## src/rtl/uart_rx_fifo.sv

```systemverilog
// uart_rx_fifo
//   UART receiver (start, DATA_BITS LSB first, optional parity, STOP_BITS)
//   feeding a show-ahead receive FIFO with a ready/valid byte output.
//
// Ports
//   CLOCK_50        in   system clock
//   rst_n           in   asynchronous active-low reset
//   rx              in   serial line, idles high, asynchronous to CLOCK_50
//   rx_data         out  head-of-FIFO data (DATA_BITS wide)
//   rx_valid        out  FIFO not empty
//   rx_ready        in   consumer pops when rx_valid && rx_ready
//   parity_err      out  parity flag stored with the head entry
//   frame_err       out  one-cycle pulse when a stop bit is sampled low
//   overflow        out  sticky, a frame was dropped on a full FIFO
//   clr_overflow    in   synchronous clear of overflow
//   fifo_count      out  current occupancy
//   rx_idle_timeout out  idle-line pulse, built only with UART_RX_IDLE_TIMEOUT_EN
//
// Optional feature macro: UART_RX_IDLE_TIMEOUT_EN
//
// state    | meaning
// ---------+---------------------------------------------------------
// S_IDLE   | line idle, waiting for a low level
// S_START  | half-bit wait, re-sample to reject glitches
// S_DATA   | sample DATA_BITS data bits, one per bit period
// S_PARITY | sample parity bit and latch the per-frame parity flag
// S_STOP   | sample STOP_BITS stop bits; on a low stop bit wait for high
// S_PUSH   | write {parity flag, data} into the FIFO
module uart_rx_fifo #(
  parameter int CLKS_PER_BIT = 434,
  parameter int DATA_BITS    = 8,
  parameter int PARITY_MODE  = 0,
  parameter int STOP_BITS    = 1,
  parameter int FIFO_DEPTH   = 16,
  parameter int IDLE_BITS    = 4
) (
  input  logic                        CLOCK_50,
  input  logic                        rst_n,
  input  logic                        rx,
  output logic [DATA_BITS-1:0]        rx_data,
  output logic                        rx_valid,
  input  logic                        rx_ready,
  output logic                        parity_err,
  output logic                        frame_err,
  output logic                        overflow,
  input  logic                        clr_overflow,
  output logic [$clog2(FIFO_DEPTH):0] fifo_count,
  output logic                        rx_idle_timeout
);

  localparam int CW = $clog2(CLKS_PER_BIT + 1);
  localparam int BW = $clog2(DATA_BITS + 1);
  localparam int AW = $clog2(FIFO_DEPTH);
  localparam int EW = DATA_BITS + 1;

  localparam logic [2:0] S_IDLE   = 3'd0;
  localparam logic [2:0] S_START  = 3'd1;
  localparam logic [2:0] S_DATA   = 3'd2;
  localparam logic [2:0] S_PARITY = 3'd3;
  localparam logic [2:0] S_STOP   = 3'd4;
  localparam logic [2:0] S_PUSH   = 3'd5;

  logic [1:0]           sync_q;
  logic                 rx_s;
  logic [2:0]           state_q, state_d;
  logic [CW-1:0]        cnt_q, cnt_d;
  logic [BW-1:0]        bit_q, bit_d;
  logic [DATA_BITS-1:0] shift_q, shift_d;
  logic                 perr_q, perr_d;
  logic                 stop_bad_q, stop_bad_d;
  logic                 frame_err_q, frame_err_d;
  logic                 tick;

  logic [EW-1:0]        mem_q [FIFO_DEPTH];
  logic [AW-1:0]        wr_q, rd_q;
  logic [AW:0]          count_q;
  logic [EW-1:0]        last_q;
  logic [EW-1:0]        head;
  logic                 overflow_q;
  logic                 push_req, push, pop, full;

  assign rx_s = sync_q[1];
  assign tick = (cnt_q == '0);

  always_ff @(posedge CLOCK_50 or negedge rst_n) begin
    if (!rst_n) sync_q <= 2'b11;
    else        sync_q <= {sync_q[0], rx};
  end

  always_comb begin
    state_d     = state_q;
    cnt_d       = cnt_q;
    bit_d       = bit_q;
    shift_d     = shift_q;
    perr_d      = perr_q;
    stop_bad_d  = stop_bad_q;
    frame_err_d = 1'b0;
    case (state_q)
      S_IDLE: begin
        if (!rx_s) begin
          cnt_d   = CW'(CLKS_PER_BIT / 2 - 1);
          state_d = S_START;
        end
      end
      S_START: begin
        if (!tick) cnt_d = cnt_q - 1'b1;
        else if (rx_s) state_d = S_IDLE;
        else begin
          cnt_d   = CW'(CLKS_PER_BIT - 1);
          bit_d   = '0;
          state_d = S_DATA;
        end
      end
      S_DATA: begin
        if (!tick) cnt_d = cnt_q - 1'b1;
        else begin
          shift_d = {rx_s, shift_q[DATA_BITS-1:1]};
          cnt_d   = CW'(CLKS_PER_BIT - 1);
          if (bit_q == BW'(DATA_BITS - 1)) begin
            bit_d   = '0;
            perr_d  = 1'b0;
            state_d = (PARITY_MODE != 0) ? S_PARITY : S_STOP;
          end else begin
            bit_d = bit_q + 1'b1;
          end
        end
      end
      S_PARITY: begin
        if (!tick) cnt_d = cnt_q - 1'b1;
        else begin
          // error when the received bit differs from the expected parity bit
          perr_d  = rx_s ^ (^shift_q) ^ (PARITY_MODE == 2);
          cnt_d   = CW'(CLKS_PER_BIT - 1);
          state_d = S_STOP;
        end
      end
      S_STOP: begin
        if (stop_bad_q) begin
          // frame already discarded; hold off start detection until line is high
          if (rx_s) begin
            stop_bad_d = 1'b0;
            state_d    = S_IDLE;
          end
        end else if (!tick) begin
          cnt_d = cnt_q - 1'b1;
        end else if (!rx_s) begin
          frame_err_d = 1'b1;
          stop_bad_d  = 1'b1;
          bit_d       = '0;
        end else if (bit_q == BW'(STOP_BITS - 1)) begin
          bit_d   = '0;
          state_d = S_PUSH;
        end else begin
          bit_d = bit_q + 1'b1;
          cnt_d = CW'(CLKS_PER_BIT - 1);
        end
      end
      S_PUSH:  state_d = S_IDLE;
      default: state_d = S_IDLE;
    endcase
  end

  always_ff @(posedge CLOCK_50 or negedge rst_n) begin
    if (!rst_n) begin
      state_q     <= S_IDLE;
      cnt_q       <= '0;
      bit_q       <= '0;
      shift_q     <= '0;
      perr_q      <= 1'b0;
      stop_bad_q  <= 1'b0;
      frame_err_q <= 1'b0;
    end else begin
      state_q     <= state_d;
      cnt_q       <= cnt_d;
      bit_q       <= bit_d;
      shift_q     <= shift_d;
      perr_q      <= perr_d;
      stop_bad_q  <= stop_bad_d;
      frame_err_q <= frame_err_d;
    end
  end

  // FIFO: a pop frees the slot for a simultaneous push when full
  assign pop      = (count_q != '0) && rx_ready;
  assign full     = (count_q == (AW+1)'(FIFO_DEPTH));
  assign push_req = (state_q == S_PUSH);
  assign push     = push_req && (!full || pop);

  always_ff @(posedge CLOCK_50) begin
    if (push) mem_q[wr_q] <= {perr_q, shift_q};
  end

  always_ff @(posedge CLOCK_50 or negedge rst_n) begin
    if (!rst_n) begin
      wr_q       <= '0;
      rd_q       <= '0;
      count_q    <= '0;
      last_q     <= '0;
      overflow_q <= 1'b0;
    end else begin
      if (push) wr_q <= wr_q + 1'b1;
      if (pop) begin
        rd_q   <= rd_q + 1'b1;
        last_q <= mem_q[rd_q];
      end
      case ({push, pop})
        2'b10:   count_q <= count_q + 1'b1;
        2'b01:   count_q <= count_q - 1'b1;
        default: ;
      endcase
      if (push_req && !push) overflow_q <= 1'b1;
      else if (clr_overflow) overflow_q <= 1'b0;
    end
  end

  // when empty the outputs keep showing the most recently popped entry
  assign head       = (count_q != '0) ? mem_q[rd_q] : last_q;
  assign rx_data    = head[DATA_BITS-1:0];
  assign parity_err = head[DATA_BITS];
  assign rx_valid   = (count_q != '0);
  assign fifo_count = count_q;
  assign frame_err  = frame_err_q;
  assign overflow   = overflow_q;

`ifdef UART_RX_IDLE_TIMEOUT_EN
  localparam int TMO_CYCLES = IDLE_BITS * CLKS_PER_BIT;
  localparam int TW         = $clog2(TMO_CYCLES + 1);

  logic [TW-1:0] tmo_cnt_q;
  logic          tmo_armed_q;
  logic          tmo_pulse_q;

  // armed by a start bit, fires once after IDLE_BITS idle bit periods
  always_ff @(posedge CLOCK_50 or negedge rst_n) begin
    if (!rst_n) begin
      tmo_cnt_q   <= '0;
      tmo_armed_q <= 1'b0;
      tmo_pulse_q <= 1'b0;
    end else begin
      tmo_pulse_q <= 1'b0;
      if (state_q == S_IDLE && !rx_s) begin
        tmo_cnt_q   <= TW'(TMO_CYCLES - 1);
        tmo_armed_q <= 1'b1;
      end else if (state_q == S_IDLE && tmo_armed_q) begin
        if (tmo_cnt_q == '0) begin
          tmo_armed_q <= 1'b0;
          tmo_pulse_q <= (count_q != '0);
        end else begin
          tmo_cnt_q <= tmo_cnt_q - 1'b1;
        end
      end
    end
  end

  assign rx_idle_timeout = tmo_pulse_q;
`else
  // IDLE_BITS only matters when the timeout is built; output is constant 0
  assign rx_idle_timeout = 1'b0 & (IDLE_BITS > 0);
`endif

endmodule

```

## config.mk

```make
export PLATFORM = sky130hd
export DESIGN_NAME = uart_rx_fifo
export DESIGN_NICKNAME = d
export VERILOG_FILES = /design/src/rtl/uart_rx_fifo.sv
export SDC_FILE = /design/constraint.sdc
export NUM_CORES = 1
export LEC_CHECK = 0
export CAP_MARGIN = 20
export CORE_ASPECT_RATIO = 2
export CORE_MARGIN = 4
export CORE_UTILIZATION = 45
export CTS_CLUSTER_SIZE = 14
export DETAILED_ROUTE_END_ITERATION = 12
export GPL_TIMING_DRIVEN = 0
export HOLD_SLACK_MARGIN = 0.1
export PLACE_DENSITY_LB_ADDON = 0.12
export SKIP_CTS_REPAIR_TIMING = 1
export SLEW_MARGIN = 20
export SYNTH_ARGS = -nofsm -noshare
export SYNTH_HDL_FRONTEND = slang
export SYNTH_SLANG_ARGS = --single-unit
```

## constraint.sdc

```tcl
create_clock -name CLOCK_50 -period 8 [get_ports CLOCK_50]
set_input_delay 1.6 -clock CLOCK_50 [delete_from_list [all_inputs] [get_ports CLOCK_50]]
set_output_delay 1.6 -clock CLOCK_50 [all_outputs]
set_load 0.005 [all_outputs]
```

# Word level (Yosys, flattened, before mapping)
# Memories as Yosys holds them, arrays and structs flattened.
# Index checks and enable logic that the tools add are counted.
# Widths: inputs -> output; s select.
# totals
ff_bits	52
word_cells	111
in_bits	5
mem_count	1
mem_bits_rw	144
out_inout_bits	18
# op_classes
eq_ne	23
bitwise_logic	1
add_sub_neg	6
reduce_logical	22
muxes	45
# memory_table
memory	depth	width	read_ports	rd_ports_with_merged_regs	wr	line	rtl
mem_q	16	9	1	0	1	74	logic [EW-1:0] mem_q [FIFO_DEPTH];
# op_table
operator	count
$mux 9	9
$pmux 9 s4	1
$mux 4	8
$mux 3	10
$ne 3x3->1 const B	6
$ne 2x2->1 const B	8
$pmux 3 s5	1
$add 4x1->4 const B	3
$mux 1	12
$pmux 4 s3	1
$reduce_and 6->1	2
$pmux 5 s2	1
$logic_not 9->1	1
$reduce_and 9->1	1
$sub 9x1->9 const B	1
$reduce_xor 8->1	1
$eq 3x2->1 const B	2
$eq 3x3->1 const B	2
$reduce_bool 2->1	3
$add 5x1->5 const B	1
$eq 5x5->1 const B	1
$reduce_bool 5->1	1
$sub 5x1->5 const B	1
$eq 4x3->1 const B	1
other kinds (16)	19

# Depth between registers and ports, before layout
# Gate-level depths: netlist (run 1).
# logic_depth
ltp_word	7
ltp_mapped	10
mapped_depth_nobuf	9

# Worst setup path after synthesis (run 1)
# OpenSTA, ideal clock, no wires.
# synth_timing
kind	reg-to-output
start	reg rd_q[0]
end	out parity_err
slack_ns	4.551
required_ns	6.400
arrival_ns	1.849
stages_incl_launch_ff	6
path_buffers	1
cell_sequence	dfrtp_1 -> clkbuf_1 -> mux4_2 -> a22o_1 -> nor2_1 -> o21ai_0
# synth_via
elab_chain_len	2
# synth_lines
item	line	rtl
start, declared	75	logic [AW-1:0] wr_q, rd_q;
start signal, assigned	203	rd_q <= rd_q + 1'b1;
$mem_v2 16x9	--	
$mux 9	217	assign head = (count_q != '0) ? mem_q[rd_q] : last_q;
end, declared	43	output logic parity_err,
# No other way between the ends.

# Final worst setup path (run 1)
# layout_timing
start	reg rd_q[1]
end	out rx_data[6]
# layout_via
elab_chain_len	2
# layout_lines
item	line	rtl
$mem_v2 16x9	--	
$mux 9	217	
end, declared	40	output logic [DATA_BITS-1:0] rx_data,
# No other way between the ends.

==> results of run 1 <==
logic make-up (layout without fill, tap and decap cells):
kind of cell / count (synthesis) / in the layout
flops: 196 / 196
simple gates: 125 / 125
compound gates: 87 / 87
mux: 51 / 51
buf+inv: 39 / 92
xor+xnor: 20 / 20
fa+ha+maj: 12 / 12
other cells: 1 / 1
sequential cells by signal (all words and copies together), names as in the netlist, 3 cells and up:
register and cells:
shift_q 8, wr_q 4, rd_q 4, fifo_count 5, mem_q 144, bit_q 4, cnt_q 9, state_q 3
last_q 9
layout make-up:
cell class | count | share of cell area
clock inverters | 12 | 0.00879
flip-flops and latches | 196 | 0.599
inverters | 13 | 0.00520
plain buffers | 26 | 0.0140
well taps | 216 | 0.0288
repair buffers | 21 | 0.0221
clock buffers | 20 | 0.0476
multi-input cells | 296 | 0.274
cell usage after synthesis (all sizes together), types with 2 or more instances:
cell      n  area, um^2
a211o     3        27.5
a21o      2        15.0
a21oi    10        50.1
a22o     19         166
a31oi     2        12.5
and2      4        25.0
buf      15        90.1
clkbuf   11        41.3
dfrtp    50        1250
dfstp     2        52.6
edfxtp  144        4320
ha       11         138
inv      13        48.8
mux2     13         150
mux2i     2        32.5
mux4     36         811
nand2    38         143
nand2b    7        43.8
nand3     6        30.0
nand3b    3        22.5
nand4     2        12.5
nor2     36         138
nor2b     4        25.0
nor3      7        46.3
nor3b     4        30.0
nor4      2        12.5
o21a      2        15.0
o21ai    34         174
o22ai     4        38.8
o31ai     4        30.0
o41ai     2        17.5
or3       2        17.5
or3b      4        35.0
or4       2        16.3
xnor2    15         131
xor2      5        43.8
routing by layer:
layer / vias up / track usage / part of all wire
met5: - / 0 / 0
li1: 2115 / - / -
met4: 0 / 0.0594 / 0.014
met3: 13 / 0.0274 / 0.016
met2: 54 / 0.352 / 0.60
met1: 2319 / 0.190 / 0.37
through the flow:
| step | util | worst slack, ps | total power [mW] | hold WS, ps |
|---|---|---|---|---|
| final | 0.513 | 2980 | 2.28 | 359 |
| after global placement | 0.483 | 3160 | 1.53 | 350 |
| after detailed placement | 0.484 | 3340 | 1.54 | 353 |
| after CTS | 0.513 | 2850 | 2.32 | 363 |
| after global routing | 0.513 | 2800 | 2.39 | 365 |
| after floorplan | - | 4550 | 1.42 | 345 |
placed cells by master, fill, tap and decap left out, types with 4 or more instances in the layout:
| cell type | synthesis | final |
|---|---|---|
| nor2b_1 | 4 | 4 |
| nand2b_1 | 7 | 7 |
| clkdlybuf4s50_1 | 0 | 20 |
| nand2_1 | 38 | 38 |
| o21ai_1 | 4 | 4 |
| clkinv_2 | 0 | 4 |
| mux4_2 | 36 | 36 |
| xor2_1 | 5 | 5 |
| clkbuf_16 | 0 | 17 |
| edfxtp_1 | 144 | 144 |
| dfrtp_1 | 50 | 50 |
| nor3_2 | 0 | 4 |
| clkbuf_1 | 11 | 13 |
| and2_1 | 4 | 4 |
| ha_1 | 11 | 11 |
| mux2_2 | 12 | 12 |
| xnor2_1 | 15 | 15 |
| o31ai_1 | 4 | 4 |
| buf_1 | 5 | 5 |
| a22o_1 | 19 | 19 |
| nand3_1 | 6 | 6 |
| o21ai_0 | 29 | 29 |
| a21oi_1 | 10 | 10 |
| buf_2 | 6 | 6 |
| inv_1 | 13 | 13 |
| nor3b_1 | 4 | 4 |
| nor2_1 | 35 | 35 |
power by group:
| group | switching (mW) | internal [mW] |
|---|---|---|
| logic | 0.201 | 0.165 |
| registers | 0.0349 | 1.10 |
| clock network | 0.372 | 0.406 |
worst max-delay path by stage:
stage	cells past startpoint	to	from
finish	7	rx_data[6]	rd_q[1]$_DFFE_PN0P_
global route	7	rx_data[5]	rd_q[1]$_DFFE_PN0P_
CTS	7	rx_data[3]	rd_q[1]$_DFFE_PN0P_
detailed placement	7	rx_data[6]	rd_q[1]$_DFFE_PN0P_
global placement	5	mem_q[3][7]$_DFFE_PP_	rx_ready
floorplan	5	parity_err	rd_q[0]$_DFFE_PN0P_
==> run_results.csv, run 1 <==
group,metric,value,unit
outcome,outcome,"finished clean",
worst_setup_path,critical_path.max_fanout,10,
sta,relSlewSlack,0.344,
global_routing,grt_pass1_wl,28100,um
worst_hold_path,hold-path-cell-count,0,
clocking,htree_levels,4,
routing,drc,0,
synthesis,yosys.area_share.simple,0.0755,
routing,drt-wirelength-per-cell,22.3,um
layout,post-route-cell-area,9390,um^2
worst_setup_path,critPathKind,"flop to output port",
sta,finalCriticalPeriod,5020,ps
job,maxCapViolCount,0,
layout,instances_no_fill,800,
layout,final_nets,588,
worst_hold_path,hp-start,"sync_q[0]$_DFF_PN1_",
global_routing,antenna_found_initial,0,
floorplan,ios,23,
global_routing,track_usage,0.179,
routing,antenna_left,0,
layout,antenna_cells,0,
synthesis,ys.flop_type,"edfxtp_1",
routing,routed_wl,17900,um
routing,drt-vias-per-instance,5.63,
floorplan,start_util,0.457,
synthesis,synthMuxAreaShare,0.119,
sta,finClkSkew,11.1,ps
worst_setup_path,cp_common_cell,"clkbuf_1",
synthesis,synth_fa_ha_area_frac,0.0188,
synthesis,synth_top_family_by_area,"multiplexers",
global_routing,grt_max_degree,53,
sta,finalSetupTns,0,ps
placement,dp_hpwl,12200,um
layout,seq_area,5630,um^2
power,irDropWorstVdd,0.140,mV
synthesis,synthCells,531,
synthesis,syn_avg_cell_area,15.8,um^2
worst_hold_path,hold_end,"sync_q[1]$_DFF_PN1_",
floorplan,die_w,104,um
placement,place_area,8860,um^2
clocking,cts_tree,"done",
sta,rsz0062_at_grt,"no",
sta,max_freq,0.199,GHz
floorplan,die_h,201,um
clocking,cts_buffer_depth,2,
worst_setup_path,crit_family,"buffers and inverters",
layout,area_growth,12.3,%
synthesis,synth-edff-count,144,
synthesis,synthesis.area,8360,um^2
placement,gp_congestion,0.817,
clocking,root_buffer,"clkbuf_16",
worst_setup_path,reg2regPathDepth,5,
placement,port-buffer-count,21,
clocking,clk_pin_slew_worst_paths,60,ps
worst_setup_path,required,6400,ps
worst_hold_path,worstHoldPathType,"flop to flop",
layout,drive_gt1_frac,0.187,
routing,vias,4501,
sta,worstMarginPinSlew,981,ps
synthesis,synth_compound_area_frac,0.0711,
synthesis,async_flop_share,0.265,
clocking,numCtsBuffers,17,
worst_setup_path,crit_chain,"clkbuf_1, clkbuf_1, mux4_2, a22o_1, nor2_1, o21ai_0, clkdlybuf4s50_1",
worst_setup_path,r2r_start,"state_q[1]$_DFFE_PN0P_",
layout,n_fill_cell,1519,
worst_setup_path,slowest_delay,570,ps
worst_setup_path,r2r_slack,4810,ps
synthesis,ys_warn_count,0,
floorplan,rows,70,
worst_setup_path,cp-start-kind,"flop",
placement,post-place-cells,768,
power,p_leak,3.66,nW
synthesis,yosys_register_bits,196,
sta,setup_viol,0,
routing,drt_iter0_drc,228,
clocking,clock_latency,430,ps
synthesis,synthXorXnorAreaFrac,0.0209,
sta,hold_viol,0,
floorplan,dieArea,21000,um^2
routing,dr.pass1.iters,4,
global_routing,overflow,0,
worst_setup_path,r2r_end,"mem_q[8][4]$_DFFE_PP_",
floorplan,core,18300,um^2
layout,multi_input_area,2580,um^2
global_routing,grt_pass1_vias,4850,
synthesis,synth_nets,548,
power,power.density,243,nW/um^2
worst_setup_path,cpMaxStageDelayCell,"clkbuf_1",
worst_setup_path,critPathBufInv,3,
synthesis,ys_seq_area_frac,0.673,
synthesis,yosys.cell_types.count,61,
worst_setup_path,endpoint_kind,"output port",
clocking,cts.sinks,196,
sta,final_max_slew_viol_count,0,
worst_setup_path,cp.arrival,3420,ps
sta,period_share,0.627,
No activity file was read; power rests on OpenSTA's default activity.
==> run 2, diff against run 1 <==
==> constraint.sdc (replaced) <==
create_clock -name CLOCK_50 -period 4.75 [get_ports CLOCK_50]
set_input_delay 0.95 -clock CLOCK_50 [delete_from_list [all_inputs] [get_ports CLOCK_50]]
set_output_delay 0.95 -clock CLOCK_50 [all_outputs]
set_load 0.005 [all_outputs]
==> results of run 2 <==
Same layout as run 1 (identical final DEF). Status: finished clean.
Among the figures that moved: setup slack after placement 3340 ps -> 738 ps; setup slack after layout 2980 ps -> 381 ps; register-to-register setup slack 4810 ps -> 1560 ps; total power 2.28 mW -> 3.85 mW; worst IR drop on VDD 0.140 mV -> 0.236 mV
==> run 3, diff against run 2 <==
--- a/config.mk
+++ b/config.mk
@@ -5,13 +5,12 @@
 export SDC_FILE = /design/constraint.sdc
 export NUM_CORES = 1
 export LEC_CHECK = 0
+export ABC_CLOCK_PERIOD_IN_PS = 4750
 export CAP_MARGIN = 20
 export CORE_ASPECT_RATIO = 2
 export CORE_MARGIN = 4
 export CORE_UTILIZATION = 45
-export CTS_CLUSTER_SIZE = 14
 export DETAILED_ROUTE_END_ITERATION = 12
-export GPL_TIMING_DRIVEN = 0
 export HOLD_SLACK_MARGIN = 0.1
 export PLACE_DENSITY_LB_ADDON = 0.12
 export SKIP_CTS_REPAIR_TIMING = 1
==> run 3 against run 2 <==
Via count grew 0.27%. Combinational power shrank 5.5%. Wire length grew 0.29%. Sequential cell count is the same. Core utilization is essentially flat. Total power grew 4.0%. Register-to-register slack gained 250 ps. Clock-buffer cell count shrank 3. Critical path depth shrank 1. Highest routed layer unchanged. First-iteration DRC count shrank 20%. Fmax grew 8.1%. Critical endpoint is now rx_data[0].
==> run_results.csv, run 3 (synthesized netlist as in run 1, its figures left out) <==
group,metric,value,unit
routing,drc,0,
routing,drt-vias-per-instance,5.76,
power,power.density,426,nW/um^2
placement,place_area,8800,um^2
job,maxCapViolCount,0,
global_routing,antenna_found_initial,0,
floorplan,core,18300,um^2
worst_setup_path,cp-start-kind,"flop",
global_routing,grt_pass1_vias,4652,
routing,vias,4513,
layout,largest_register_ffs,144,
placement,dp_hpwl,12200,um
layout,fin_util,0.514,
worst_setup_path,critPathKind,"flop to output port",
floorplan,rows,70,
sta,relSlewSlack,0.296,
worst_setup_path,required,3800,ps
sta,max_freq,0.248,GHz
clocking,htree_levels,4,
sta,hold_viol,0,
worst_setup_path,critical_path.max_fanout,13,
routing,antenna_left,0,
sta,setup_viol,0,
worst_setup_path,slowest_delay,550,ps
clocking,numCtsBuffers,17,
placement,gp_congestion,0.773,
routing,dr.pass1.iters,5,
sta,period_share,0.850,
power,design_power_total,4.00,mW
outcome,outcome,"finished clean",
global_routing,track_usage,0.179,
worst_setup_path,endpoint_kind,"output port",
clocking,root_buffer,"clkbuf_16",
worst_setup_path,crit_chain,"buf_4, mux4_2, a22o_1, nor2_1, o21ai_0, clkdlybuf4s50_1",
floorplan,start_util,0.457,
clocking,cts_tree,"done",
layout,antenna_cells,0,
floorplan,die_w,104,um
layout,top_register,"mem_q",
sta,rsz0062_at_grt,"no",
global_routing,grt_pass1_wl,27900,um
power,p_leak,3.65,nW
layout,final_common_cell,"edfxtp_1",
layout,layout_common_cells,"edfxtp_1, dfrtp_1, nand2_1",
layout,largestRegisters,"mem_q x144, cnt_q x9, last_q x9",
worst_setup_path,cp.arrival,3090,ps
layout,final_nets,572,
worst_setup_path,cpMaxStageDelayCell,"dfrtp_2",
worst_hold_path,worstHoldPathType,"flop to flop",
floorplan,ios,23,
floorplan,die_h,201,um
sta,worstMarginPinSlew,1050,ps
placement,post-place-cells,752,
clocking,clk_pin_slew_worst_paths,70,ps
routing,routed_wl,17900,um
layout,post-route-cell-area,9400,um^2
routing,drt_iter0_drc,182,
floorplan,dieArea,21000,um^2
clocking,cts.sinks,196,
layout,area_growth,12.4,%
routing,drt-wirelength-per-cell,22.8,um
global_routing,grt_max_degree,53,
sta,final_max_slew_viol_count,0,
layout,instances_no_fill,784,
sta,finalCriticalPeriod,4040,ps
layout,drive_gt1_frac,0.187,
clocking,clock_latency,430,ps
clocking,cts_buffer_depth,2,
power,irDropWorstVdd,0.242,mV
sta,finalSetupTns,0,ps
global_routing,overflow,0,
sta,finClkSkew,12.1,ps
placement,port-buffer-count,21,
[run 3: power by group]
group          switching [mW]  internal, mW  total, mW
clock network           0.640         0.831       1.47
registers              0.0872          1.86       1.95
logic                   0.302         0.280      0.582
[run 3: critical path: cells and delay by family, from the launching register on]
family / cells / cell delay [ps]
AOI/OAI and AO/OA: 2 / 380
buffers and inverters: 2 / 850
DFF: 1 / 550
muxes: 1 / 540
and+or+nand+nor: 1 / 340
[run 3: area by class of cell]
cell class	count	area [um^2]
inverters	13	48.8
flip-flops and latches	196	5630
clock buffers	17	425
repair buffers	31	293
well taps	216	270
multi-input cells	296	2560
fillers	1507	8900
clock inverters	15	178
[run 3: final timing paths]
check	start	to	slack, ps	cells after the start
hold / removal	sync_q[0]$_DFF_PN1_	sync_q[1]$_DFF_PN1_	360	0
hold reg to reg	sync_q[0]$_DFF_PN1_	sync_q[1]$_DFF_PN1_	360	0
setup / recovery	rd_q[0]$_DFFE_PN0P_	rx_data[0]	710	6
max in group asynchronous	rst_n	rd_q[0]$_DFFE_PN0P_	3600	2
setup reg to reg	fifo_count[0]$_DFFE_PN0P_	fifo_count[4]$_DFFE_PN0P_	1810	10
min in group asynchronous	rst_n	cnt_q[0]$_DFFE_PN0P_	650	2
[run 3: per-stage QoR]
stage | worst slack [ps] | hold slack [ps]
4_1_cts | 634 | 357
5_1_grt | 551 | 357
3_3_place_gp | 1130 | 348
2_1_floorplan | 1950 | 345
3_5_place_dp | 1120 | 347
6_report | 710 | 355
[run 3: metal layers]
metal	up-vias	wire (um)	GRT usage
li1	2088	-	-
met1	2351	6730	0.199
met2	62	10500	0.343
met3	12	352	0.0274
met4	0	269	0.0585
met5	-	0	0
